<file path="src/rtl/mc_control_fsm_pkg.sv">
// Shared MIPS multi-cycle control definitions: opcode/funct values, FSM states,
// datapath mux encodings and the packed control word driven by the FSM.
package mc_control_fsm_pkg;

    localparam int unsigned OP_W    = 6;
    localparam int unsigned FN_W    = 6;
    localparam int unsigned SEL_W   = 2;
    localparam int unsigned ALUOP_W = 4;
    localparam int unsigned BT_W    = 3;

    localparam logic [OP_W-1:0] OP_RTYPE  = 6'h00;
    localparam logic [OP_W-1:0] OP_REGIMM = 6'h01;
    localparam logic [OP_W-1:0] OP_J      = 6'h02;
    localparam logic [OP_W-1:0] OP_JAL    = 6'h03;
    localparam logic [OP_W-1:0] OP_BEQ    = 6'h04;
    localparam logic [OP_W-1:0] OP_BNE    = 6'h05;
    localparam logic [OP_W-1:0] OP_BLEZ   = 6'h06;
    localparam logic [OP_W-1:0] OP_BGTZ   = 6'h07;
    localparam logic [OP_W-1:0] OP_ADDI   = 6'h08;
    localparam logic [OP_W-1:0] OP_ADDIU  = 6'h09;
    localparam logic [OP_W-1:0] OP_SLTI   = 6'h0A;
    localparam logic [OP_W-1:0] OP_SLTIU  = 6'h0B;
    localparam logic [OP_W-1:0] OP_ANDI   = 6'h0C;
    localparam logic [OP_W-1:0] OP_LUI    = 6'h0F;
    localparam logic [OP_W-1:0] OP_MUL    = 6'h1C;
    localparam logic [OP_W-1:0] OP_LW     = 6'h23;
    localparam logic [OP_W-1:0] OP_SW     = 6'h2B;

    localparam logic [FN_W-1:0] FN_SLL  = 6'h00;
    localparam logic [FN_W-1:0] FN_SRL  = 6'h02;
    localparam logic [FN_W-1:0] FN_SRA  = 6'h03;
    localparam logic [FN_W-1:0] FN_JR   = 6'h08;
    localparam logic [FN_W-1:0] FN_JALR = 6'h09;

    typedef enum logic [3:0] {
        ST_IDLE, ST_FETCH, ST_DECODE, ST_EX_R, ST_WB_R, ST_EX_I, ST_WB_I,
        ST_EX_ADDR, ST_MEM_RD, ST_WB_MEM, ST_MEM_WR, ST_EX_BR, ST_EX_J, ST_TRAP
    } state_e;

    typedef enum logic [2:0] {
        CLS_R, CLS_IMM, CLS_LOAD, CLS_STORE, CLS_BRANCH, CLS_JUMP, CLS_ILLEGAL
    } op_class_e;

    // Low three ALUOp bits; bit 3 carries OpCode[0] (signed/unsigned, eq/ne)
    localparam logic [2:0] ALU_ADD   = 3'b000;
    localparam logic [2:0] ALU_BRCMP = 3'b001;
    localparam logic [2:0] ALU_FUNCT = 3'b010;
    localparam logic [2:0] ALU_AND   = 3'b100;
    localparam logic [2:0] ALU_SLT   = 3'b101;
    localparam logic [2:0] ALU_MUL   = 3'b110;

    localparam logic [SEL_W-1:0] PCSRC_ALU    = 2'b00;
    localparam logic [SEL_W-1:0] PCSRC_ALUOUT = 2'b01;
    localparam logic [SEL_W-1:0] PCSRC_JUMP   = 2'b10;
    localparam logic [SEL_W-1:0] PCSRC_RS     = 2'b11;

    localparam logic [SEL_W-1:0] SRCA_PC    = 2'b00;
    localparam logic [SEL_W-1:0] SRCA_RS    = 2'b01;
    localparam logic [SEL_W-1:0] SRCA_SHAMT = 2'b10;

    localparam logic [SEL_W-1:0] SRCB_RT     = 2'b00;
    localparam logic [SEL_W-1:0] SRCB_FOUR   = 2'b01;
    localparam logic [SEL_W-1:0] SRCB_IMM    = 2'b10;
    localparam logic [SEL_W-1:0] SRCB_IMM_SH = 2'b11;

    localparam logic [SEL_W-1:0] DST_RT = 2'b00;
    localparam logic [SEL_W-1:0] DST_RD = 2'b01;
    localparam logic [SEL_W-1:0] DST_RA = 2'b10;

    localparam logic [SEL_W-1:0] M2R_ALUOUT = 2'b00;
    localparam logic [SEL_W-1:0] M2R_MDR    = 2'b01;
    localparam logic [SEL_W-1:0] M2R_PC     = 2'b10;

    localparam logic [BT_W-1:0] BT_OTHER = 3'b000;
    localparam logic [BT_W-1:0] BT_BEQ   = 3'b001;
    localparam logic [BT_W-1:0] BT_BNE   = 3'b010;
    localparam logic [BT_W-1:0] BT_BLEZ  = 3'b011;
    localparam logic [BT_W-1:0] BT_BGTZ  = 3'b100;

    typedef struct packed {
        logic               mem_req;
        logic               iord;
        logic               mem_read;
        logic               mem_write;
        logic               ir_write;
        logic               pc_write;
        logic               pc_write_cond;
        logic [SEL_W-1:0]   pc_source;
        logic               reg_write;
        logic [SEL_W-1:0]   reg_dst;
        logic [SEL_W-1:0]   mem_to_reg;
        logic [SEL_W-1:0]   alu_src_a;
        logic [SEL_W-1:0]   alu_src_b;
        logic               ext_op;
        logic               lu_op;
        logic [ALUOP_W-1:0] alu_op;
        logic [BT_W-1:0]    branch_type;
        logic               instr_done;
        logic               illegal;
    } ctrl_t;

    function automatic logic [BT_W-1:0] branch_type_of(input logic [OP_W-1:0] op);
        case (op)
            OP_BEQ:  return BT_BEQ;
            OP_BNE:  return BT_BNE;
            OP_BLEZ: return BT_BLEZ;
            OP_BGTZ: return BT_BGTZ;
            default: return BT_OTHER;
        endcase
    endfunction

endpackage

</file>
<file path="src/rtl/mc_op_classify.sv">
// Combinational instruction classifier feeding the DECODE next-state choice.
module mc_op_classify
    import mc_control_fsm_pkg::*;
(
    input  logic [OP_W-1:0] op_code,
    input  logic [FN_W-1:0] funct,
    output op_class_e       op_class_c
);

    always_comb begin
        op_class_c = CLS_ILLEGAL;
        case (op_code)
            OP_RTYPE: op_class_c = (funct == FN_JR || funct == FN_JALR) ? CLS_JUMP : CLS_R;
            OP_MUL:   op_class_c = CLS_R;
            OP_ADDI, OP_ADDIU, OP_SLTI, OP_SLTIU, OP_ANDI, OP_LUI:
                      op_class_c = CLS_IMM;
            OP_LW:    op_class_c = CLS_LOAD;
            OP_SW:    op_class_c = CLS_STORE;
            OP_REGIMM, OP_BEQ, OP_BNE, OP_BLEZ, OP_BGTZ:
                      op_class_c = CLS_BRANCH;
            OP_J, OP_JAL:
                      op_class_c = CLS_JUMP;
            default:  op_class_c = CLS_ILLEGAL;
        endcase
    end

endmodule

</file>
<file path="src/rtl/mc_control_fsm.sv">
// Multi-cycle MIPS control unit: sequences fetch/decode/execute/memory/writeback
// and drives the datapath mux selects and memory handshake from the current state.
module mc_control_fsm
    import mc_control_fsm_pkg::*;
(
    input  logic                clk,
    input  logic                rst_n,
    input  logic [OP_W-1:0]     OpCode,
    input  logic [FN_W-1:0]     Funct,
    input  logic                mem_ready,
    output logic                mem_req,
    output logic                IorD,
    output logic                MemRead,
    output logic                MemWrite,
    output logic                IRWrite,
    output logic                PCWrite,
    output logic                PCWriteCond,
    output logic [SEL_W-1:0]    PCSource,
    output logic                RegWrite,
    output logic [SEL_W-1:0]    RegDst,
    output logic [SEL_W-1:0]    MemtoReg,
    output logic [SEL_W-1:0]    ALUSrcA,
    output logic [SEL_W-1:0]    ALUSrcB,
    output logic                ExtOp,
    output logic                LuOp,
    output logic [ALUOP_W-1:0]  ALUOp,
    output logic [BT_W-1:0]     Branchtype,
    output logic                instr_done,
    output logic                illegal
);

    state_e    state_q, state_d;
    op_class_e op_class_c;
    ctrl_t     ctrl_c;
    logic      is_shift_c;

    mc_op_classify u_classify (
        .op_code    (OpCode),
        .funct      (Funct),
        .op_class_c (op_class_c)
    );

    always_ff @(posedge clk or negedge rst_n) begin
        if (!rst_n) state_q <= ST_IDLE;
        else        state_q <= state_d;
    end

    always_comb begin
        state_d = state_q;
        case (state_q)
            ST_IDLE:   state_d = ST_FETCH;
            ST_FETCH:  if (mem_ready) state_d = ST_DECODE;
            ST_DECODE: begin
                case (op_class_c)
                    CLS_R:                state_d = ST_EX_R;
                    CLS_IMM:              state_d = ST_EX_I;
                    CLS_LOAD, CLS_STORE:  state_d = ST_EX_ADDR;
                    CLS_BRANCH:           state_d = ST_EX_BR;
                    CLS_JUMP:             state_d = ST_EX_J;
                    default:              state_d = ST_TRAP;
                endcase
            end
            ST_EX_R:    state_d = ST_WB_R;
            ST_EX_I:    state_d = ST_WB_I;
            ST_EX_ADDR: state_d = (op_class_c == CLS_LOAD) ? ST_MEM_RD : ST_MEM_WR;
            ST_MEM_RD:  if (mem_ready) state_d = ST_WB_MEM;
            ST_MEM_WR:  if (mem_ready) state_d = ST_FETCH;
            ST_WB_R, ST_WB_I, ST_WB_MEM, ST_EX_BR, ST_EX_J:
                        state_d = ST_FETCH;
            ST_TRAP:    state_d = ST_TRAP;
            default:    state_d = ST_IDLE;
        endcase
    end

    assign is_shift_c = (OpCode == OP_RTYPE) &&
                        (Funct == FN_SLL || Funct == FN_SRL || Funct == FN_SRA);

    // Only the strobes that complete a memory handshake look at mem_ready
    always_comb begin
        ctrl_c = '0;
        case (state_q)
            ST_FETCH: begin
                ctrl_c.mem_req   = 1'b1;
                ctrl_c.mem_read  = 1'b1;
                ctrl_c.iord      = 1'b0;
                ctrl_c.alu_src_a = SRCA_PC;
                ctrl_c.alu_src_b = SRCB_FOUR;
                ctrl_c.alu_op    = {1'b0, ALU_ADD};
                ctrl_c.pc_source = PCSRC_ALU;
                ctrl_c.ir_write  = mem_ready;
                ctrl_c.pc_write  = mem_ready;
            end
            ST_DECODE: begin
                ctrl_c.alu_src_a = SRCA_PC;
                ctrl_c.alu_src_b = SRCB_IMM_SH;
                ctrl_c.ext_op    = 1'b1;
                ctrl_c.alu_op    = {1'b0, ALU_ADD};
            end
            ST_EX_R: begin
                ctrl_c.alu_src_a = is_shift_c ? SRCA_SHAMT : SRCA_RS;
                ctrl_c.alu_src_b = SRCB_RT;
                ctrl_c.alu_op    = {OpCode[0], (OpCode == OP_MUL) ? ALU_MUL : ALU_FUNCT};
            end
            ST_EX_I: begin
                ctrl_c.alu_src_a = SRCA_RS;
                ctrl_c.alu_src_b = SRCB_IMM;
                ctrl_c.ext_op    = (OpCode != OP_ANDI);
                ctrl_c.lu_op     = (OpCode == OP_LUI);
                case (OpCode)
                    OP_SLTI, OP_SLTIU: ctrl_c.alu_op = {OpCode[0], ALU_SLT};
                    OP_ANDI:           ctrl_c.alu_op = {OpCode[0], ALU_AND};
                    default:           ctrl_c.alu_op = {OpCode[0], ALU_ADD};
                endcase
            end
            ST_WB_R, ST_WB_I, ST_WB_MEM: begin
                ctrl_c.reg_write  = 1'b1;
                ctrl_c.reg_dst    = (state_q == ST_WB_R) ? DST_RD : DST_RT;
                ctrl_c.mem_to_reg = (state_q == ST_WB_MEM) ? M2R_MDR : M2R_ALUOUT;
                ctrl_c.instr_done = 1'b1;
            end
            ST_EX_ADDR: begin
                ctrl_c.alu_src_a = SRCA_RS;
                ctrl_c.alu_src_b = SRCB_IMM;
                ctrl_c.ext_op    = 1'b1;
                ctrl_c.alu_op    = {1'b0, ALU_ADD};
            end
            ST_MEM_RD: begin
                ctrl_c.mem_req  = 1'b1;
                ctrl_c.mem_read = 1'b1;
                ctrl_c.iord     = 1'b1;
            end
            ST_MEM_WR: begin
                ctrl_c.mem_req    = 1'b1;
                ctrl_c.mem_write  = 1'b1;
                ctrl_c.iord       = 1'b1;
                ctrl_c.instr_done = mem_ready;
            end
            ST_EX_BR: begin
                ctrl_c.alu_src_a     = SRCA_RS;
                ctrl_c.alu_src_b     = SRCB_RT;
                ctrl_c.alu_op        = {OpCode[0], ALU_BRCMP};
                ctrl_c.pc_write_cond = 1'b1;
                ctrl_c.pc_source     = PCSRC_ALUOUT;
                ctrl_c.branch_type   = branch_type_of(OpCode);
                ctrl_c.instr_done    = 1'b1;
            end
            ST_EX_J: begin
                ctrl_c.pc_write   = 1'b1;
                ctrl_c.pc_source  = (OpCode == OP_RTYPE) ? PCSRC_RS : PCSRC_JUMP;
                ctrl_c.instr_done = 1'b1;
                if (OpCode == OP_JAL) begin
                    ctrl_c.reg_write  = 1'b1;
                    ctrl_c.reg_dst    = DST_RA;
                    ctrl_c.mem_to_reg = M2R_PC;
                end else if (OpCode == OP_RTYPE && Funct == FN_JALR) begin
                    ctrl_c.reg_write  = 1'b1;
                    ctrl_c.reg_dst    = DST_RD;
                    ctrl_c.mem_to_reg = M2R_PC;
                end
            end
            ST_TRAP:  ctrl_c.illegal = 1'b1;
            default:  ctrl_c = '0;
        endcase
    end

    assign mem_req     = ctrl_c.mem_req;
    assign IorD        = ctrl_c.iord;
    assign MemRead     = ctrl_c.mem_read;
    assign MemWrite    = ctrl_c.mem_write;
    assign IRWrite     = ctrl_c.ir_write;
    assign PCWrite     = ctrl_c.pc_write;
    assign PCWriteCond = ctrl_c.pc_write_cond;
    assign PCSource    = ctrl_c.pc_source;
    assign RegWrite    = ctrl_c.reg_write;
    assign RegDst      = ctrl_c.reg_dst;
    assign MemtoReg    = ctrl_c.mem_to_reg;
    assign ALUSrcA     = ctrl_c.alu_src_a;
    assign ALUSrcB     = ctrl_c.alu_src_b;
    assign ExtOp       = ctrl_c.ext_op;
    assign LuOp        = ctrl_c.lu_op;
    assign ALUOp       = ctrl_c.alu_op;
    assign Branchtype  = ctrl_c.branch_type;
    assign instr_done  = ctrl_c.instr_done;
    assign illegal     = ctrl_c.illegal;

endmodule

</file>
<file path="config.mk">
export PLATFORM = sky130hd
export DESIGN_NAME = mc_control_fsm
export DESIGN_NICKNAME = d
export VERILOG_FILES = /design/src/rtl/mc_control_fsm_pkg.sv /design/src/rtl/mc_op_classify.sv /design/src/rtl/mc_control_fsm.sv
export SDC_FILE = /design/constraint.sdc
export NUM_CORES = 1
export LEC_CHECK = 0
export BUFFER_PORTS_ARGS = -buffer_cell sky130_fd_sc_hd__clkbuf_2
export CAP_MARGIN = 20
export CORE_UTILIZATION = 45
export CTS_CLUSTER_SIZE = 30
export DETAILED_ROUTE_END_ITERATION = 10
export PLACE_DENSITY = 0.88
export SYNTH_ARGS = -nofsm -noshare
export SYNTH_HDL_FRONTEND = slang
export SYNTH_HIERARCHICAL = 1
export SYNTH_SLANG_ARGS = --single-unit
export TNS_END_PERCENT = 100
</file>
<file path="constraint.sdc">
create_clock -name clk -period 4.7 [get_ports clk]
set_input_delay 0.94 -clock clk [delete_from_list [all_inputs] [get_ports clk]]
set_output_delay 0.94 -clock clk [all_outputs]
set_load 0.01 [all_outputs]
</file>
==> PnR_summary.wiki, run 1 <==
{| class="wikitable"
! Metric !! Value
|-
| Outcome || completed
|-
| Drt drc || 0
|-
| Global-route wire length before repair || 4.098 mm
|-
| Worst clock skew on the final layout || 0.001191 ns
|-
| Average cell area after synthesis || 6.795 um2
|-
| Min-Delay Path Class || in -> async
|-
| Slew @ Worst Pin || 0.8165 ns
|-
| Quantity of hold-fixing buffers added after cts || 0
|-
| Final Worst Setup Slack || 1.287 ns
|-
| Floorplan Core Area || 0.001962 mm2
|-
| Psw || 256.0 uW
|-
| Max-capacitance violation count || 0
|-
| Peak clock frequency supported by timing || 293.0 MHz
|-
| Met1 WL || 1.271 mm
|-
| Max FFs per register || 4
|-
| Slew Viols, Final || 0
|-
| Synthesized net count || 152
|-
| Element type at the critical path end || output pin
|-
| Top Registers || state_q: 4 flops
|-
| Buffers & Inverters on Critical Path || 2
|-
| Worst VDD drop || 384.0 uV
|-
| Uppermost routed layer || met4
|-
| Fraction of layout instances using a drive strength above 1 || 0.2948
|-
| FF+latch count, synth || 4
|-
| Number of enable flip-flop cells after synthesis || 0
|-
| Share of flip-flops with an asynchronous set or reset || 1.000
|-
| Via count || 1222
|-
| Critical-path cell with the highest stage delay || sky130_fd_sc_hd__or4b_1
|-
| CP startpoint kind || input pin
|-
| Ant diodes || 0
|-
| Family with the most delay on the worst path || simple AND/OR/NAND/NOR gates
|-
| Wirelength per Cell || 13.58 um
|-
| Number of antenna-violating nets in the routed design || 0
|-
| Arrival time reported for the critical path endpoint || 2.47 ns
|-
| Starting density of the core || 0.4745
|-
| Critical path start-end classification || in -> out
|-
| Worst hold slack after final layout || 0.5093 ns
|-
| Detailed-routed wire length on met3 || 134 um
|-
| Standard-cell rows || 16
|-
| GRT Total Usage || 0.2480
|-
| Post-synth design cell area || 930.9 um2
|-
| Level count of the clock H-tree || 1
|-
| Number of gates resized after cts || 0
|-
| Power per Cell Area || 409.9 mW/mm2
|-
| Top library cells by usage in the layout, fill and taps aside || 43 x sky130_fd_sc_hd__clkbuf_2, 15 x sky130_fd_sc_hd__nor2_1, 10 x sky130_fd_sc_hd__nand2_1
|-
| Largest fanout of any net on the critical path || 16
|-
| Gate Count Post-Synth || 137
|-
| Horizontal extent of the die || 47.48 um
|-
| Die footprint || 0.002254 mm2
|-
| Buffer count from post-CTS setup fixing || 0
|-
| Hold violation count in the final report || 0
|-
| Share of power burned in registers || 0.269
|-
| Buffer levels on the longest clock path || 2
|-
| CTS sink cnt || 4
|-
| Internal power || 216.4 uW
|-
| Total of endpoints with negative setup slack in the final report || 0
|-
| Number of global-route vias before repair || 1001
|-
| Length of routed met2 wiring || 1.294 mm
|-
| Number of buffers added by the clock tree synthesis step || 3
|-
| Distinct cell type count of the synthesized netlist || 51
|-
| Nets || 190
|-
| Fin util || 0.5874
|-
| Combinational cell fraction of total power || 0.647
|-
| Switching fraction of total power || 0.5419
|-
| # port buffers || 43
|-
| Via-per-instance ratio || 6.110
|-
| Vertical die dimension || 47.48 um
|-
| Overall routed net length || 2.715 mm
|-
| Layout area overhead || 23.79%
|-
| Warnings, synthesis || 6
|-
| Proportion of power drawn by the clock network || 0.085
|-
| Reg with most FFs || state_q
|-
| Remaining max-slew budget at the tightest pin || 0.4557
|-
| Static power due to leakage || 0.5175 nW
|-
| Clk pin slew, worst setup/hold paths || 0.03 ns
|-
| Worst slack after detailed placement || 1.304 ns
|-
| Clock Root Buffer || sky130_fd_sc_hd__clkbuf_4
|-
| CTS tree || yes
|-
| Starting DRT DRC Count || 44
|-
| Fraction of the yosys area taken by sequential cells || 0.1075
|-
| Gr ovfl total || 0
|-
| Final HPWL DP || 1.958 mm
|-
| Final sum of negative setup slack || 0 ns
|-
| Insertion delay to the later sink of the worst-skew pair || 0.23 ns
|-
| Number of antenna violations at the first check in global routing || 0
|-
| Overall power after layout || 472.4 uW
|-
| Critical path required time || 3.76 ns
|-
| Ports || 44
|-
| TritonRoute pass-1 iters || 4
|-
| Final critical path time including I/O delays and setup || 3.413 ns
|-
| Final estimated routing congestion in global placement || 0.9118
|-
| Setup repair after global routing missed its margin || no
|-
| Fin crit share || 0.7262
|-
| Biggest cell delay along the critical path || 0.57 ns
|-
| Most common cell after layout, fill and taps aside || sky130_fd_sc_hd__clkbuf_2
|-
| Dominant register cell in the synthesized netlist || sky130_fd_sc_hd__dfrtp_1
|-
| Crit-path most repeated cell || sky130_fd_sc_hd__clkbuf_2
|-
| Cell breakdown of the critical path || clkbuf_2, or4b_1, or4_1, a21oi_1, clkbuf_2
|-
| Pin count of the biggest net entering global routing || 30
|}
final cells by class:
type                       count  area, um2
multi-input combinational    118      762.0
tap                           27      33.78
fill                         207      809.5
inverter                       5      18.77
sequential                     4      100.1
clock buffer                   3      22.52
timing repair buffer          43      215.2
through the flow:
stage	instance area [um2]	cells
CTS	1152	200
global placement	1130	197
global route	1152	200
detailed placement	1130	197
floorplan	930.9	137
finish	1152	200
power by group through the flow:
stage	sequential (mW)	clock (mW)	combinational (mW)
6_report	0.127	0.0399	0.305
5_1_grt	0.132	0.0443	0.343
3_3_place_gp	0.121	0	0.298
4_1_cts	0.123	0.0428	0.305
3_5_place_dp	0.123	0	0.303
2_1_floorplan	0.0595	0	0.266
kinds of logic after synthesis:
group,share of synthesized area
AO/OA/AOI/OAI,0.3172
XOR/XNOR,0.01882
buffers and inverters,0.07392
flip-flops,0.1075
multiplexers,0.01075
AND/OR/NAND/NOR,0.4718
final timing paths:
check                             endpoint  slack, ns  cells past startpoint       start
worst max-delay path              ALUOp[2]       1.29                      5   OpCode[0]
worst min-delay path            state_q[3]       0.51                      1       rst_n
max in group asynchronous       state_q[1]       4.07                      1       rst_n
min in group clk                state_q[3]       0.88                      2  state_q[1]
worst max register to register  state_q[1]       2.87                      3  state_q[2]
worst min register to register  state_q[3]       0.88                      2  state_q[1]
per-layer routing:
layer	up-vias	track usage
li1	605	-
met1	563	0.3210
met2	52	0.4329
met3	2	0.01509
met4	0	0.09143
met5	-	0
synthesized netlist by cell type, types with 3 or more instances:
master	number	area [um2]
sky130_fd_sc_hd__nor4_1	5	31.28
sky130_fd_sc_hd__nor2b_1	5	31.28
sky130_fd_sc_hd__nand2b_1	5	31.28
sky130_fd_sc_hd__nor3b_1	4	30.03
sky130_fd_sc_hd__a21oi_1	8	40.04
sky130_fd_sc_hd__nor3_1	5	25.02
sky130_fd_sc_hd__nor4bb_1	3	30.03
sky130_fd_sc_hd__clkbuf_1	7	26.28
sky130_fd_sc_hd__dfrtp_1	4	100.1
sky130_fd_sc_hd__o21ai_0	9	45.04
sky130_fd_sc_hd__nor2_1	15	56.30
sky130_fd_sc_hd__inv_1	4	15.01
sky130_fd_sc_hd__nand2_1	10	37.54
sky130_fd_sc_hd__and3_1	3	18.77
Note: power is estimated with default switching activity, not from simulation.
==> inputs of run 2 (changes only) <==
ABC_AREA = 1   (was default)
clock period = 3.54 ns   (was 4.7 ns; I/O delays follow)
==> run 2 against run 1 <==
Compared with the run above:
- critical path depth grew 2
- cell area up 1.5%
- clock power rose by 46%
- largest cell class unchanged
- largest power group unchanged
==> PnR_summary.wiki, run 2 <==
{| class="wikitable"
! Metric !! Value
|-
| Final critical path time including I/O delays and setup || 2.451 ns
|-
| FF/Latch Area || 100.1 um2 (unchanged)
|-
| Buffer levels on the longest clock path || 2 (unchanged)
|-
| Number of global-route vias before repair || 932 (was 1001)
|-
| Overall power after layout || 599.6 uW (was 472.4 uW)
|-
| Setup repair after global routing missed its margin || no (unchanged)
|-
| Cell type with the highest aggregate area in the netlist || sky130_fd_sc_hd__nand2_1 (was sky130_fd_sc_hd__dfrtp_1)
|-
| Horizontal extent of the die || 46.74 um (was 47.48 um)
|-
| Number of enable flip-flop cells after synthesis || 0 (unchanged)
|-
| Reg with most FFs || state_q (unchanged)
|-
| Top Registers || state_q: 4 flops (unchanged)
|-
| Final HPWL DP || 2.049 mm (was 1.958 mm)
|-
| Post-route cell area || 0.001170 mm2 (was 0.001152 mm2)
|-
| Vertical die dimension || 46.74 um (was 47.48 um)
|-
| Quantity of hold-fixing buffers added after cts || 0 (unchanged)
|-
| Max FFs per register || 4 (unchanged)
|-
| Via count || 1197 (was 1222)
|-
| Slew Viols, Final || 0 (unchanged)
|-
| Clock Root Buffer || sky130_fd_sc_hd__clkbuf_4 (unchanged)
|-
| Combinational cell fraction of total power || 0.739 (was 0.647)
|-
| Outcome || completed (unchanged)
|-
| Most numerous cell types in the synthesized netlist || 53 x sky130_fd_sc_hd__nand2_1, 26 x sky130_fd_sc_hd__inv_1, 25 x sky130_fd_sc_hd__nor2_1, 16 x sky130_fd_sc_hd__nand3_1 (was 15 x sky130_fd_sc_hd__nor2_1, 10 x sky130_fd_sc_hd__nand2_1, 9 x sky130_fd_sc_hd__o21ai_0, 8 x sky130_fd_sc_hd__a21oi_1, 7 x sky130_fd_sc_hd__clkbuf_1)
|-
| Worst VDD drop || 384.8 uV (was 384.0 uV)
|-
| GRT Total Usage || 0.2322 (was 0.2480)
|-
| Dominant cell by count in the synthesized netlist || sky130_fd_sc_hd__nand2_1 (was sky130_fd_sc_hd__nor2_1)
|-
| Top library cells by usage in the layout, fill and taps aside || 53 x sky130_fd_sc_hd__nand2_1, 43 x sky130_fd_sc_hd__clkbuf_2, 26 x sky130_fd_sc_hd__inv_1 (was 43 x sky130_fd_sc_hd__clkbuf_2, 15 x sky130_fd_sc_hd__nor2_1, 10 x sky130_fd_sc_hd__nand2_1)
|-
| Share of power burned in registers || 0.163 (was 0.269)
|-
| Remaining max-slew budget at the tightest pin || 0.8205 (was 0.4557)
|-
| Gate Count Post-Synth || 173 (was 137)
|-
| Insertion delay to the later sink of the worst-skew pair || 0.24 ns (was 0.23 ns)
|-
| Via-per-instance ratio || 4.906 (was 6.110)
|-
| Layout area overhead || 29.86% (was 23.79%)
|-
| Min-Delay Path Class || in -> async (unchanged)
|-
| Max-capacitance violation count || 0 (unchanged)
|-
| Overall routed net length || 2.406 mm (was 2.715 mm)
|-
| Fraction of the yosys area taken by sequential cells || 0.1111 (was 0.1075)
|-
| Nets || 236 (was 190)
|-
| Hold violation count in the final report || 0 (unchanged)
|-
| Post-synth design cell area || 900.9 um2 (was 930.9 um2)
|-
| Proportion of power drawn by the clock network || 0.097 (was 0.085)
|-
| Fin util || 0.6493 (was 0.5874)
|-
| Peak clock frequency supported by timing || 408.0 MHz
|-
| TritonRoute pass-1 iters || 4 (unchanged)
|-
| Pin count of the biggest net entering global routing || 11 (was 30)
|-
| Dominant register cell in the synthesized netlist || sky130_fd_sc_hd__dfrtp_1 (unchanged)
|-
| Total of endpoints with negative setup slack in the final report || 0 (unchanged)
|-
| Gr ovfl total || 0 (unchanged)
|-
| Switching fraction of total power || 0.5707 (was 0.5419)
|-
| Worst clock skew on the final layout || 0.003098 ns (was 0.001191 ns)
|-
| Die footprint || 0.002185 mm2 (was 0.002254 mm2)
|-
| Reg2reg start || state_q[3] (was state_q[2])
|-
| Slew @ Worst Pin || 0.2683 ns (was 0.8165 ns)
|-
| Number of gates resized after cts || 0 (unchanged)
|-
| Wirelength per Cell || 9.861 um (was 13.58 um)
|-
| Psw || 342.2 uW (was 256.0 uW)
|-
| Fin crit share || 0.6924
|-
| Average cell area after synthesis || 5.207 um2 (was 6.795 um2)
|-
| Critical path required time || 2.83 ns (was 3.76 ns)
|-
| Internal power || 257.4 uW (was 216.4 uW)
|-
| Ant diodes || 0 (unchanged)
|-
| Synth top area cells || sky130_fd_sc_hd__nand2_1 22%, sky130_fd_sc_hd__dfrtp_1 11%, sky130_fd_sc_hd__inv_1 11%, sky130_fd_sc_hd__nor2_1 10%, sky130_fd_sc_hd__nand3_1 8.9% (was sky130_fd_sc_hd__dfrtp_1 11%, sky130_fd_sc_hd__nor2_1 6.0%, sky130_fd_sc_hd__o21ai_0 4.8%, sky130_fd_sc_hd__a21oi_1 4.3%, sky130_fd_sc_hd__nand2_1 4.0%)
|-
| Warnings, synthesis || 6 (unchanged)
|-
| Critical path start-end classification || in -> out (unchanged)
|-
| FF+latch count, synth || 4 (unchanged)
|-
| Most common cell after layout, fill and taps aside || sky130_fd_sc_hd__nand2_1 (was sky130_fd_sc_hd__clkbuf_2)
|-
| Clk pin slew, worst setup/hold paths || 0.04 ns (was 0.03 ns)
|-
| Ports || 44 (unchanged)
|-
| Starting DRT DRC Count || 29 (was 44)
|-
| Drt drc || 0 (unchanged)
|-
| Number of antenna violations at the first check in global routing || 0 (unchanged)
|-
| Fraction of layout instances using a drive strength above 1 || 0.3196 (was 0.2948)
|-
| CP startpoint kind || input pin (unchanged)
|-
| Worst hold slack after final layout || 0.2665 ns (was 0.5093 ns)
|-
| Share of flip-flops with an asynchronous set or reset || 1.000 (unchanged)
|-
| CTS sink cnt || 4 (unchanged)
|-
| Number of buffers added by the clock tree synthesis step || 3 (unchanged)
|-
| Buffer count from post-CTS setup fixing || 0 (unchanged)
|-
| Number of filler cells placed in the layout || 190 (was 207)
|-
| Standard-cell rows || 15 (was 16)
|-
| Worst setup path startpoint || OpCode[5] (was OpCode[0])
|-
| Global-route wire length before repair || 3.767 mm (was 4.098 mm)
|-
| Number of antenna-violating nets in the routed design || 0 (unchanged)
|-
| Distinct cell type count of the synthesized netlist || 23 (was 51)
|-
| Final estimated routing congestion in global placement || 0.9133 (was 0.9118)
|-
| Final sum of negative setup slack || 0 ns (unchanged)
|-
| CTS tree || yes (unchanged)
|-
| Area share of the largest cell type after synthesis || 0.2208 (was 0.1075)
|-
| # port buffers || 43 (unchanged)
|-
| Power per Cell Area || 512.5 mW/mm2 (was 409.9 mW/mm2)
|-
| Combined area of the multi-input logic cells || 680.7 um2 (was 762.0 um2)
|-
| Element type at the critical path end || output pin (unchanged)
|-
| Placed inst area || 0.001147 mm2 (was 0.001130 mm2)
|-
| Floorplan Core Area || 0.001802 mm2 (was 0.001962 mm2)
|-
| Starting density of the core || 0.5000 (was 0.4745)
|-
| Static power due to leakage || 0.7362 nW (was 0.5175 nW)
|-
| Largest fanout of any net on the critical path || 7 (was 16)
|-
| Level count of the clock H-tree || 1 (unchanged)
|-
| Synthesized net count || 188 (was 152)
|-
| Arrival time reported for the critical path endpoint || 1.74 ns (was 2.47 ns)
|}
-- run 2: routing by layer --
metal,vias to the layer above,routed length (um),GRT usage
met3,0,165,0.04231
li1,646,-,-
met5,-,0,0
met2,44,1115,0.4028
met1,507,1125,0.3086
met4,0,0,0.02857
-- run 2: cells by family after synthesis --
logic type | Yosys count | synth area share
simple gates | 127 | 0.6944
flops | 4 | 0.1111
compound gates | 10 | 0.06111
buf+inv | 32 | 0.1333
-- run 2: critical path, stage by stage --
cell	delay (ns)
sky130_fd_sc_hd__clkbuf_2	0.17
sky130_fd_sc_hd__nor2_4	0.20
sky130_fd_sc_hd__nand2_1	0.07
sky130_fd_sc_hd__nor2_1	0.17
sky130_fd_sc_hd__nand4_1	0.16
sky130_fd_sc_hd__o21ai_0	0.11
sky130_fd_sc_hd__clkbuf_2	0.15
-- run 2: path summary, 6_finish.rpt --
kind	end	slack (ns)	cells past startpoint
worst max-delay path	RegDst[0]	1.09	7
worst min-delay path	state_q[3]	0.27	1
worst max register to register	state_q[0]	2.27	7
worst min register to register	state_q[3]	0.59	2
max in group asynchronous	state_q[0]	3.15	1
min in group clk	state_q[3]	0.59	2
-- run 2: cell type report --
class / count / area share
multi-input combinational: 137 / 0.5818
tap: 25 / 0.02674
sequential: 4 / 0.08556
clock buffer: 3 / 0.01925
inverter: 32 / 0.1027
timing repair buffer: 43 / 0.1840
-- run 2: power by group through the flow --
stage               Sequential [mW]  Clock, mW  Combinational [mW]
detailed placement           0.0985          0               0.443
finish                       0.0980     0.0582               0.443
global route                  0.101     0.0637               0.503
global placement             0.0975          0               0.438
floorplan                    0.0913          0               0.305
CTS                          0.0973     0.0572               0.445
-- run 2: through the flow --
| stage | setup WS (ns) | std cells |
|---|---|---|
| after floorplan | 1.393 | 173 |
| after global placement | 1.109 | 241 |
| after detailed placement | 1.088 | 241 |
| after CTS | 1.087 | 244 |
| after global routing | 0.9503 | 244 |
| final | 1.089 | 244 |
